**src/rtl/serial_magnitude_comparator.sv**
```systemverilog
// Purpose: multi-cycle WIDTH-bit magnitude compare, MSB-first, DIGIT bits per cycle, early exit.
// Latency: done in cycle j+1 after accept (j = index of deciding digit, 1..N); worst case N+1.
// Backpressure: none; start is accepted only in IDLE, ignored (not queued) while busy.
module serial_magnitude_comparator #(
    parameter int WIDTH = 8,
    parameter int DIGIT = 2
) (
    input  logic             clk,
    input  logic             rst_n,
    input  logic             start,
    input  logic [WIDTH-1:0] a,
    input  logic [WIDTH-1:0] b,
    input  logic             is_signed,
    output logic             busy,
    output logic             done,
    output logic             gt,
    output logic             eq,
    output logic             lt
);

    localparam int N  = WIDTH / DIGIT;
    localparam int PW = (N > 1) ? $clog2(N) : 1;
    localparam logic [PW-1:0]    PTR_TOP  = PW'(N - 1);
    localparam logic [WIDTH-1:0] MSB_MASK = {1'b1, {(WIDTH-1){1'b0}}};

    typedef enum logic [1:0] {
        IDLE = 2'd0,
        SCAN = 2'd1,
        DONE = 2'd2
    } state_t;

    state_t           state_q, state_d;
    logic [WIDTH-1:0] a_q, a_d;
    logic [WIDTH-1:0] b_q, b_d;
    logic [PW-1:0]    ptr_q, ptr_d;
    logic             gt_q, gt_d;
    logic             eq_q, eq_d;
    logic             lt_q, lt_d;

    // Current digit of each operand register, selected by the scan pointer.
    logic [WIDTH-1:0] a_sh;
    logic [WIDTH-1:0] b_sh;
    logic [DIGIT-1:0] dig_a;
    logic [DIGIT-1:0] dig_b;

    assign a_sh  = a_q >> (ptr_q * DIGIT);
    assign b_sh  = b_q >> (ptr_q * DIGIT);
    assign dig_a = a_sh[DIGIT-1:0];
    assign dig_b = b_sh[DIGIT-1:0];

    // State and datapath registers with synchronous active-low reset.
    always_ff @(posedge clk) begin
        if (!rst_n) begin
            state_q <= IDLE;
            a_q     <= '0;
            b_q     <= '0;
            ptr_q   <= '0;
            gt_q    <= 1'b0;
            eq_q    <= 1'b0;
            lt_q    <= 1'b0;
        end else begin
            state_q <= state_d;
            a_q     <= a_d;
            b_q     <= b_d;
            ptr_q   <= ptr_d;
            gt_q    <= gt_d;
            eq_q    <= eq_d;
            lt_q    <= lt_d;
        end
    end

    // Next-state: accept in IDLE, scan digits MSB-first, exit on first difference or last digit.
    always_comb begin
        state_d = state_q;
        a_d     = a_q;
        b_d     = b_q;
        ptr_d   = ptr_q;
        gt_d    = gt_q;
        eq_d    = eq_q;
        lt_d    = lt_q;
        unique case (state_q)
            IDLE: begin
                if (start) begin
                    // Flipping the sign bit of both operands maps two's-complement
                    // order onto unsigned order, so the scan itself stays unsigned.
                    a_d     = is_signed ? (a ^ MSB_MASK) : a;
                    b_d     = is_signed ? (b ^ MSB_MASK) : b;
                    ptr_d   = PTR_TOP;
                    gt_d    = 1'b0;
                    eq_d    = 1'b0;
                    lt_d    = 1'b0;
                    state_d = SCAN;
                end
            end
            SCAN: begin
                if (dig_a > dig_b) begin
                    gt_d    = 1'b1;
                    state_d = DONE;
                end else if (dig_a < dig_b) begin
                    lt_d    = 1'b1;
                    state_d = DONE;
                end else if (ptr_q == '0) begin
                    eq_d    = 1'b1;
                    state_d = DONE;
                end else begin
                    ptr_d   = ptr_q - 1'b1;
                end
            end
            DONE: begin
                state_d = IDLE;
            end
            default: begin
                state_d = IDLE;
            end
        endcase
    end

    // Outputs decode straight from registered state and flags.
    always_comb begin
        busy = (state_q == SCAN) || (state_q == DONE);
        done = (state_q == DONE);
        gt   = gt_q;
        eq   = eq_q;
        lt   = lt_q;
    end

endmodule

```
**config.mk**
```make
export PLATFORM = sky130hd
export DESIGN_NAME = serial_magnitude_comparator
export DESIGN_NICKNAME = d
export VERILOG_FILES = /design/src/rtl/serial_magnitude_comparator.sv
export SDC_FILE = /design/constraint.sdc
export NUM_CORES = 1
export LEC_CHECK = 0
export BUFFER_PORTS_ARGS = -buffer_cell sky130_fd_sc_hd__buf_2
export CAP_MARGIN = 20
export CORE_ASPECT_RATIO = 1.25
export CORE_UTILIZATION = 46
export CTS_BUF_LIST = sky130_fd_sc_hd__clkbuf_16
export DETAILED_ROUTE_END_ITERATION = 8
export HOLD_SLACK_MARGIN = 0.12
export PLACE_DENSITY_LB_ADDON = 0.05
export SLEW_MARGIN = 20
export SYNTH_ARGS = -nofsm -noshare
export SYNTH_HDL_FRONTEND = slang
export SYNTH_SLANG_ARGS = --single-unit
```
**constraint.sdc**
```tcl
create_clock -name clk -period 2.8 [get_ports clk]
set_clock_uncertainty 0.15 [all_clocks]
set_input_delay 0.42 -clock clk [delete_from_list [all_inputs] [get_ports clk]]
set_output_delay 0.42 -clock clk [all_outputs]
set_load 0.01 [all_outputs]
```
==> results.py <==
metrics = {
    "run_status": {
        "status": "finished with violations",
        "violations": "design-rule violations",
    },
    "sta": {
        "finalSetupTns_ns": 0,
        "rsz0062_at_grt": "false",
        "finalCritPeriodShare_pct": 84.6,
        "maxSlewHeadroom_pct": 60.2,
        "tightest_slew_ns": 0.597,
        "hold_viol": 0,
        "setup_ws_ns": 0.431,
        "drv_slew": 0,
        "setup_viol": 0,
        "post-route-min-period_ns": 2.37,
        "fmax_ghz": 0.422,
    },
    "cells_and_area": {
        "final_nets": 181,
        "stdcell_count": 187,
        "design_area_mm2": 0.00136,
        "final_cell_mix": "nand2_1 (30), buf_2 (24), dfxtp_1 (23), a21oi_1 (22), inv_1 (10)",
        "fillers": 245,
        "antenna_cells": 0,
        "final_common_cell": "nand2_1",
        "layout-drive-gt1-share_pct": 23.4,
        "syn_to_final_growth_pct": 16.5,
    },
    "grt": {
        "overflow": 0,
        "first_global_vias": 965,
        "gr-usage-all-layers_pct": 20.1,
        "grt_max_degree": 19,
        "antenna_found_initial": 0,
        "grt_pass1_wl_mm": 3.99,
    },
    "cts": {
        "clockRootBuffer": "clkbuf_16",
        "clkSinkCount": 23,
        "cts_resized": 0,
        "cts_buffers": 3,
        "clk_pin_slew_ns": 0.06,
        "post_cts_buffers": 0,
        "clock_latency_ns": 0.26,
        "cts_max_level": 1,
        "tritoncts": "done",
        "hold_buffers": 0,
        "cts_buffer_depth": 2,
    },
    "pwr": {
        "leakage_nw": 0.575,
        "p_total_mw": 1.11,
        "vdd_ir_drop_max_v": 0.000461,
        "p_per_area_mw_per_mm2": 812,
    },
    "synth": {
        "synth-compound-area-share_pct": 17.1,
        "synth_xor_area_share_pct": 1.50,
        "synth_fa_ha_area_share_pct": 6.41,
        "muxShareOfSynthArea_pct": 9.40,
        "synth_seq_cells": 23,
        "netlist_area_mm2": 0.00117,
        "synth_top_area_cell": "dfxtp_1",
        "synth_top_family_by_area": "simple AND/OR/NAND/NOR gates",
        "synth-simple-area-share_pct": 18.7,
        "netlist-cell-type-count": 28,
        "yosys_warnings": 0,
        "syn-num-nets": 160,
        "synthTopCellsByArea": "dfxtp_1 (39%), nand2_1 (9.6%), a21oi_1 (9.4%)",
        "avgSynthCellArea_um2": 8.74,
        "ys_seq_area_share_pct": 39.3,
        "synth_cells": 134,
        "synth.top_cell.area_share_pct": 39.3,
    },
    "floorplan": {
        "die_y_um": 58.4,
        "die_area_mm2": 0.00275,
        "rows": 20,
        "core_mm2": 0.00243,
        "ios": 25,
        "die_w_um": 47.1,
        "start_util_pct": 48.2,
    },
    "route": {
        "antenna_left": 0,
        "wl_mm": 2.30,
        "drc": 1,
        "dr.pass1.iters": 6,
        "num_vias": 968,
        "wl_per_cell_um": 12.3,
        "drt_iter0_drc": 11,
        "drt-vias-per-instance": 5.18,
    },
    "critical_path": {
        "crit_required_ns": 2.83,
        "criticalPathCategory": "reg2reg",
        "path_max_fanout": 7,
        "startpoint_type": "flip-flop",
        "crit_path_end_kind": "flip-flop",
        "crit_arrival_ns": 2.40,
    },
    "place": {
        "io_buffers": 24,
        "hpwlAfterDp_mm": 1.75,
        "place_worst_setup_slack_ns": 0.434,
        "post_dp_cell_area_mm2": 0.00128,
        "place_congestion": 0.851,
        "dpl.cell_count": 183,
    },
    "hold_path": {
        "hp-class": "in2reg",
    },
    "run": {
        "drv_cap": 0,
    },
}
[state kept, by name, indices dropped and copies added (netlist names)]
register	cells
gt	1
eq	1
b_q	8
ptr_q	2
a_q	8
state_q	2
lt	1
[metal layers]
layer  GRT usage, %  wire length (um)  up-vias
met3           3.68                69        5
met5              0                 0        -
met2           34.1              1190       18
met4           11.0                47        0
li1               -                 -      496
met1           22.9               988      449
[where the power goes]
part | internal (mW) | switching, mW
Clock | 0.191 | 0.114
Combinational | 0.181 | 0.199
Sequential | 0.377 | 0.0455
Total | 0.748 | 0.359
[cells in the mapped netlist]
master / n
nand2b_1: 2
dfxtp_1: 23
o2111ai_1: 1
or3_1: 1
nand2_1: 30
nor2_1: 6
nor2b_4: 1
nand2_2: 1
o21ai_0: 3
nand4_1: 1
clkbuf_1: 2
a211oi_1: 4
o21ba_2: 1
and2_1: 1
mux4_2: 4
clkbuf_2: 1
ha_1: 6
mux2i_1: 2
o211a_1: 1
nand4bb_4: 1
nor3_1: 1
a21oi_1: 22
inv_1: 9
buf_2: 4
buf_6: 2
xnor2_1: 2
a22oi_1: 1
o221ai_1: 1
[area by class of cell]
class                   count  area (um^2)  share of cell area, %
clock buffers               3         75.1                   5.50
clock inverters             1         3.75                  0.275
inverters                   9         33.8                   2.48
multi-input cells          93          622                   45.6
flip-flops and latches     23          460                   33.8
well taps                  33         41.3                   3.03
repair buffers             25          128                   9.36
[kinds of logic (layout without fill, tap and decap cells)]
kind of cell    Yosys count  count (layout)
flops                    23              23
mux                       6               6
fa+ha+maj                 6               6
buf+inv                  18              38
compound gates           34              34
xor+xnor                  2               2
simple gates             45              45
[per-stage QoR]
stage | hold WS (ns) | util [%]
global route | 0.257 | 56.2
global placement | 0.296 | 52.9
floorplan | 0.283 | -
finish | 0.246 | 56.2
detailed placement | 0.297 | 52.9
CTS | 0.247 | 56.2
[worst paths after layout]
kind,startpoint,endpoint,slack [ns],cells past startpoint
hold / removal,a[2],a_q[2],0.25,3
hold reg to reg,a_q[1],a_q[1],0.30,2
setup reg to reg,ptr_q[0],ptr_q[0],0.43,6
setup / recovery,ptr_q[0],ptr_q[0],0.43,6
[worst max-delay path: stages (launching register included)]
cell and delay, ns:
dfxtp_1 0.50, mux4_2 0.54, ha_1 0.30, nand2_2 0.08
nand4bb_4 0.26, or3_1 0.34, a21oi_1 0.12
No activity file was read; power rests on OpenSTA's default activity.
